==> config.mk <==
export PLATFORM = sky130hd
export DESIGN_NAME = boot_load_ctrl
export DESIGN_NICKNAME = d
export VERILOG_FILES = /design/src/rtl/boot_pkg.sv /design/src/rtl/boot_wport_mux.sv /design/src/rtl/boot_load_ctrl.sv
export SDC_FILE = /design/constraint.sdc
export NUM_CORES = 1
export LEC_CHECK = 0
export ABC_AREA = 1
export CORE_AREA = 2 2 120 122
export CTS_CLUSTER_DIAMETER = 200
export DETAILED_ROUTE_END_ITERATION = 8
export DIE_AREA = 0 0 122 124
export GPL_TIMING_DRIVEN = 0
export PLACE_DENSITY = 0.84
export SYNTH_ARGS = -nofsm -noshare
export SYNTH_HDL_FRONTEND = slang
export SYNTH_SLANG_ARGS = --single-unit
export TNS_END_PERCENT = 20
==> constraint.sdc <==
create_clock -name sys_clk -period 4.6 [get_ports sys_clk]
set_clock_uncertainty 0.1 [all_clocks]
set_input_delay 0.69 -clock sys_clk [delete_from_list [all_inputs] [get_ports sys_clk]]
set_output_delay 0.69 -clock sys_clk [all_outputs]
set_load 0.05 [all_outputs]
==> src/rtl/boot_pkg.sv <==
// Shared types for the boot sequencer: FSM encoding, memory address widths,
// the data-memory write request carried into the port mux, and a saturating
// counter step used for the loader word counts.
package boot_pkg;

  localparam int IMEM_AW = 6;
  localparam int DMEM_AW = 5;
  localparam int XLEN    = 32;
  localparam int CNT_W   = 8;

  typedef enum logic [1:0] {
    LOAD = 2'd0,
    HOLD = 2'd1,
    RUN  = 2'd2,
    ERR  = 2'd3
  } boot_state_e;

  // One write request toward data memory (from the loader or from the core).
  typedef struct packed {
    logic               we;
    logic [DMEM_AW-1:0] addr;
    logic [XLEN-1:0]    wdata;
  } dmem_wr_t;

  // Count up by one when en is set, sticking at all-ones.
  function automatic logic [CNT_W-1:0] sat_inc(input logic [CNT_W-1:0] cnt,
                                               input logic             en);
    return (en && (cnt != {CNT_W{1'b1}})) ? cnt + 1'b1 : cnt;
  endfunction

endpackage

==> src/rtl/boot_wport_mux.sv <==
// Registered 2:1 write-port mux. Source A is picked when sel=0, source B when
// sel=1; each source carries its own enable. Address/data only move on an
// actual write so the port lines stay quiet between writes.
module boot_wport_mux
  import boot_pkg::*;
(
  input  logic     sys_clk,
  input  logic     sys_arstn,
  input  logic     sel,
  input  dmem_wr_t src_a,
  input  dmem_wr_t src_b,
  output dmem_wr_t port
);

  dmem_wr_t pick;

  // Select the active source for this cycle.
  always_comb begin
    pick = src_a;
    if (sel) pick = src_b;
  end

  // One-cycle register stage toward the memory write port.
  always_ff @(posedge sys_clk or negedge sys_arstn) begin
    if (!sys_arstn) begin
      port <= '0;
    end else begin
      port.we <= pick.we;
      if (pick.we) begin
        port.addr  <= pick.addr;
        port.wdata <= pick.wdata;
      end
    end
  end

endmodule

==> src/rtl/boot_load_ctrl.sv <==
// Boot sequencer between the UART loader and the core. While loading it
// forwards loader writes to imem/dmem, counts words and folds them into an
// XOR checksum. A rising ld_start with the exact word counts starts a fixed
// hold period, after which the core is released and owns the dmem port.
// A wrong count parks the block in ERR until reset.
module boot_load_ctrl
  import boot_pkg::*;
#(
  parameter int INST_WORDS  = 64,
  parameter int DATA_WORDS  = 32,
  parameter int HOLD_CYCLES = 16
) (
  input  logic               sys_clk,
  input  logic               sys_arstn,
  input  logic               ld_inst_we,
  input  logic [IMEM_AW-1:0] ld_inst_addr,
  input  logic               ld_data_we,
  input  logic [DMEM_AW-1:0] ld_data_addr,
  input  logic [XLEN-1:0]    ld_wdata,
  input  logic               ld_start,
  input  logic               cpu_dmem_req,
  input  logic               cpu_dmem_we,
  input  logic [DMEM_AW-1:0] cpu_dmem_addr,
  input  logic [XLEN-1:0]    cpu_dmem_wdata,
  output logic               cpu_dmem_gnt,
  output logic               imem_we,
  output logic [IMEM_AW-1:0] imem_addr,
  output logic [XLEN-1:0]    imem_wdata,
  output logic               dmem_we,
  output logic [DMEM_AW-1:0] dmem_addr,
  output logic [XLEN-1:0]    dmem_wdata,
  output logic               cpu_run,
  output logic               boot_err,
  output logic [XLEN-1:0]    boot_csum
);

  localparam int HW = (HOLD_CYCLES > 1) ? $clog2(HOLD_CYCLES) : 1;
  localparam logic [HW-1:0]    HOLD_LAST = HW'(HOLD_CYCLES - 1);
  localparam logic [CNT_W-1:0] INST_REQ  = CNT_W'(INST_WORDS);
  localparam logic [CNT_W-1:0] DATA_REQ  = CNT_W'(DATA_WORDS);

  boot_state_e      state;
  logic             start_q;
  logic             start_rise;
  logic [CNT_W-1:0] inst_cnt;
  logic [CNT_W-1:0] data_cnt;
  logic [HW-1:0]    hold_cnt;
  logic             in_load;
  logic             in_run;
  logic             ld_any;

  dmem_wr_t dm_ld;
  dmem_wr_t dm_cpu;
  dmem_wr_t dm_port;

  assign in_load    = (state == LOAD);
  assign in_run     = (state == RUN);
  assign ld_any     = ld_inst_we | ld_data_we;
  assign start_rise = ld_start & ~start_q;

  // The core owns the dmem port exactly while running; tracks cpu_run.
  assign cpu_dmem_gnt = in_run;

  // Boot FSM with its counters, checksum and registered status outputs.
  always_ff @(posedge sys_clk or negedge sys_arstn) begin
    if (!sys_arstn) begin
      state     <= LOAD;
      start_q   <= 1'b0;
      inst_cnt  <= '0;
      data_cnt  <= '0;
      hold_cnt  <= '0;
      cpu_run   <= 1'b0;
      boot_err  <= 1'b0;
      boot_csum <= '0;
    end else begin
      start_q <= ld_start;
      case (state)
        LOAD: begin
          inst_cnt  <= sat_inc(inst_cnt, ld_inst_we);
          data_cnt  <= sat_inc(data_cnt, ld_data_we);
          // Dual strobes fold the same word twice and cancel out.
          boot_csum <= boot_csum
                     ^ (ld_inst_we ? ld_wdata : '0)
                     ^ (ld_data_we ? ld_wdata : '0);
          if (start_rise) begin
            if ((inst_cnt == INST_REQ) && (data_cnt == DATA_REQ)) begin
              state    <= HOLD;
              hold_cnt <= '0;
            end else begin
              state    <= ERR;
              boot_err <= 1'b1;
            end
          end
        end
        HOLD: begin
          if (hold_cnt == HOLD_LAST) begin
            state   <= RUN;
            cpu_run <= 1'b1;
          end else begin
            hold_cnt <= hold_cnt + 1'b1;
          end
        end
        RUN: begin
          // A loader write after release means the image went out of sync.
          if (ld_any) boot_err <= 1'b1;
        end
        ERR: begin
          boot_err <= 1'b1;
          cpu_run  <= 1'b0;
        end
        default: begin
          state    <= ERR;
          boot_err <= 1'b1;
          cpu_run  <= 1'b0;
        end
      endcase
    end
  end

  // Loader-only register stage toward the instruction-memory write port.
  always_ff @(posedge sys_clk or negedge sys_arstn) begin
    if (!sys_arstn) begin
      imem_we    <= 1'b0;
      imem_addr  <= '0;
      imem_wdata <= '0;
    end else begin
      imem_we <= in_load & ld_inst_we;
      if (in_load && ld_inst_we) begin
        imem_addr  <= ld_inst_addr;
        imem_wdata <= ld_wdata;
      end
    end
  end

  // Build the two dmem write sources; each is gated by the state owning the port.
  always_comb begin
    dm_ld.we     = in_load & ld_data_we;
    dm_ld.addr   = ld_data_addr;
    dm_ld.wdata  = ld_wdata;
    dm_cpu.we    = in_run & cpu_dmem_req & cpu_dmem_we;
    dm_cpu.addr  = cpu_dmem_addr;
    dm_cpu.wdata = cpu_dmem_wdata;
  end

  boot_wport_mux u_dmem_mux (
    .sys_clk   (sys_clk),
    .sys_arstn (sys_arstn),
    .sel       (in_run),
    .src_a     (dm_ld),
    .src_b     (dm_cpu),
    .port      (dm_port)
  );

  assign dmem_we    = dm_port.we;
  assign dmem_addr  = dm_port.addr;
  assign dmem_wdata = dm_port.wdata;

endmodule

==> impl_metrics.json <==
{
  "synthArstFlopShare_pct": 100.0,
  "dr.pass1.iters": 5,
  "multi_input_area_um2": 2200,
  "post-cts-setup-buffers": 0,
  "end_kind": "output port",
  "peakVddDrop_v": 0.0002199,
  "place_congestion": 0.8653,
  "fillerInstances": 1103,
  "area.sequential_um2": 3353,
  "cts_root_buffer": "clkbuf_16",
  "hold_violations": 0,
  "ant_nets": 0,
  "rsz0062_at_grt": "false",
  "worstSetupPathType": "flip-flop to output port",
  "power.density_nw_per_um2": 376.3,
  "synth_largest_area_cell": "dfrtp_1",
  "htreeDepth": 4,
  "synth-seq-cells": 134,
  "num_vias": 5249,
  "max_freq_ghz": 0.3186,
  "crit_slowest_cell": "clkdlybuf4s50_1",
  "drtIter0Drc": 389,
  "setup_viol": 0,
  "drcViolationCount": 0,
  "timing.slew.headroom_pct": 54.28,
  "area_growth_pct": 50.55,
  "die_h_um": 124,
  "clkLatencyLatePin_ns": 0.41,
  "final_util_pct": 63.83,
  "cts_resized": 0,
  "path_clk_slew_ns": 0.06,
  "crit_family": "buffers and inverters",
  "synth_seq_area_share_pct": 57.65,
  "drt_wl_total_um": 17360,
  "final.period_utilization_pct": 68.23,
  "cp.required_ns": 3.81,
  "gr-total-overflow": 0,
  "syn_area_um2": 5817,
  "ctsHoldBuffers": 0,
  "io_pins": 199,
  "critPathArrivalTime_ns": 2.35,
  "synth_edf_count": 0,
  "grt_max_degree": 92,
  "cp_num_buf_inv": 4,
  "num_antenna_cells": 0,
  "grt_pass1_wl_um": 26940,
  "rows": 43,
  "slowest_delay_ns": 0.87,
  "cts.sinks": 134,
  "cap_viol_max_count": 0,
  "netlist_instances": 653,
  "ys.flop_type": "dfrtp_1",
  "setup-tns-final_ns": 0,
  "crit_fanout": 10,
  "drive_gt1_share_pct": 7.127,
  "ys_warn_count": 0,
  "cts_made_buffers": 17,
  "syn_avg_cell_area_um2": 8.908,
  "drv_slew": 0,
  "synthDistinctLibCells": 24,
  "initial_core_util_pct": 42.40,
  "antenna_found_initial": 0,
  "fin_nets": 963,
  "cts_tree": "yes",
  "min_period_ns": 3.139,
  "tightest_slew_ns": 0.6834,
  "worst_hold_path_type": "primary input to async pin",
  "dieWidth_um": 122,
  "grt_use_total_pct": 23.52,
  "die_area_um2": 15130,
  "synth_top_cell_area_share_pct": 57.65,
  "cp_common_cell": "inv_1",
  "first_global_vias": 5176,
  "power_leakage_nw": 4.034,
  "wire_per_inst_um": 16.32,
  "start_kind": "flip-flop",
  "viasPerCell": 4.933,
  "outcome": "completed",
  "clockBufferDepth": 2,
  "io_buffers": 198,
  "coreArea_um2": 13720,
  "yosys-top-cells-area": "dfrtp_1 (58%), nand2_1 (16%), xnor2_1 (5.6%)",
  "syn_nets": 745,
  "crit_chain": "inv_1 > nand2_1 > inv_1 > buf_2 > clkdlybuf4s50_1",
  "dpl.hpwl_um": 12140
}
==> cell type report <==
cell class	instances	area share [%]
repair buffers	199	22.96
clock inverters	12	2.829
plain buffers	31	1.943
flip-flops and latches	134	38.29
multi-input cells	463	25.12
well taps	180	2.572
inverters	25	1.072
clock buffers	20	5.215
==> cells in the final DEF (no fill, tap or decap) <==
| cell type | count |
|---|---|
| a21o_1 | 1 |
| a21oi_1 | 3 |
| a31oi_1 | 37 |
| buf_1 | 1 |
| buf_16 | 1 |
| buf_2 | 19 |
| buf_4 | 4 |
| buf_6 | 3 |
| bufinv_16 | 7 |
| clkbuf_1 | 6 |
| clkbuf_16 | 17 |
| clkbuf_8 | 2 |
| clkdlybuf4s50_1 | 197 |
| clkinv_2 | 1 |
| clkinv_4 | 2 |
| clkinvlp_4 | 2 |
| dfrtp_1 | 134 |
| ha_1 | 5 |
| inv_1 | 25 |
| nand2_1 | 252 |
| nand2_2 | 1 |
| nand3_1 | 43 |
| nand4_1 | 1 |
| nor2_1 | 58 |
| nor2_4 | 1 |
| nor3_1 | 1 |
| o21ai_0 | 10 |
| o21ai_1 | 2 |
| o21ai_2 | 1 |
| or2_2 | 2 |
| xnor2_1 | 37 |
| xor2_1 | 8 |
==> where the power goes <==
group / switching, mW / internal (mW) / total, mW
Combinational: 0.270 / 0.170 / 0.440
Clock: 0.509 / 1.10 / 1.61
Sequential: 0.0235 / 1.22 / 1.25
Total: 0.803 / 2.49 / 3.30
==> synthesized netlist by cell type, drive strengths merged, types with 2 or more instances <==
library cell,number
a21oi,3
a31oi,37
buf,26
clkbuf,5
dfrtp,134
ha,5
inv,25
nand2,253
nand3,43
nor2,59
o21ai,13
or2,2
xnor2,37
xor2,8
==> stage by stage <==
stage	setup slack [ns]	hold slack, ns	instances	power (mW)	cell area [um2]
after floorplan	2.805	0.2944	653	1.480	5817
after global placement	-2.652	0.3596	1031	1.700	8024
after detailed placement	1.835	0.3618	1032	1.707	8053
after CTS	1.432	0.09429	1064	3.315	8757
after global routing	1.323	0.1122	1064	3.415	8757
final	1.461	0.08727	1064	3.295	8757
==> logic make-up after synthesis <==
logic type               count (synthesis)  share of synthesized area [%]
flip-flops                             134                          57.65
AO/OA/AOI/OAI                           54                          5.550
XOR/XNOR                                45                          6.776
buffers and inverters                   56                          4.539
adder cells (fa/ha/maj)                  5                          1.076
AND/OR/NAND/NOR                        359                          24.41
==> worst paths after layout <==
kind                                     from        endpoint  slack [ns]  cells past startpoint
max in group asynchronous           sys_arstn  imem_wdata[30]        3.49                      2
worst max register to register       state[1]  imem_wdata[19]        2.69                      7
worst max-delay path                 state[0]    cpu_dmem_gnt        1.46                      5
worst min-delay path                sys_arstn    boot_csum[0]        0.09                      1
min in group sys_clk            boot_csum[27]   boot_csum[27]        0.37                      1
worst min register to register  boot_csum[27]   boot_csum[27]        0.37                      1
==> per-layer routing <==
metal | up-vias | global-route usage, % | routed length, um
li1 | 2512 | - | -
met1 | 2486 | 29.45 | 7076
met2 | 209 | 38.58 | 8599
met3 | 42 | 4.716 | 1123
met4 | 0 | 12.57 | 563
met5 | - | 0 | 0
==> state kept, by name, indices dropped and copies added, names as in the netlist <==
signal	flops
data_cnt	8
boot_err	1
start_q	1
imem_addr	6
cpu_run	1
u_dmem_mux.port	38
imem_wdata	32
inst_cnt	8
state	2
boot_csum	32
imem_we	1
hold_cnt	4
(Power assumes the default switching activity.)
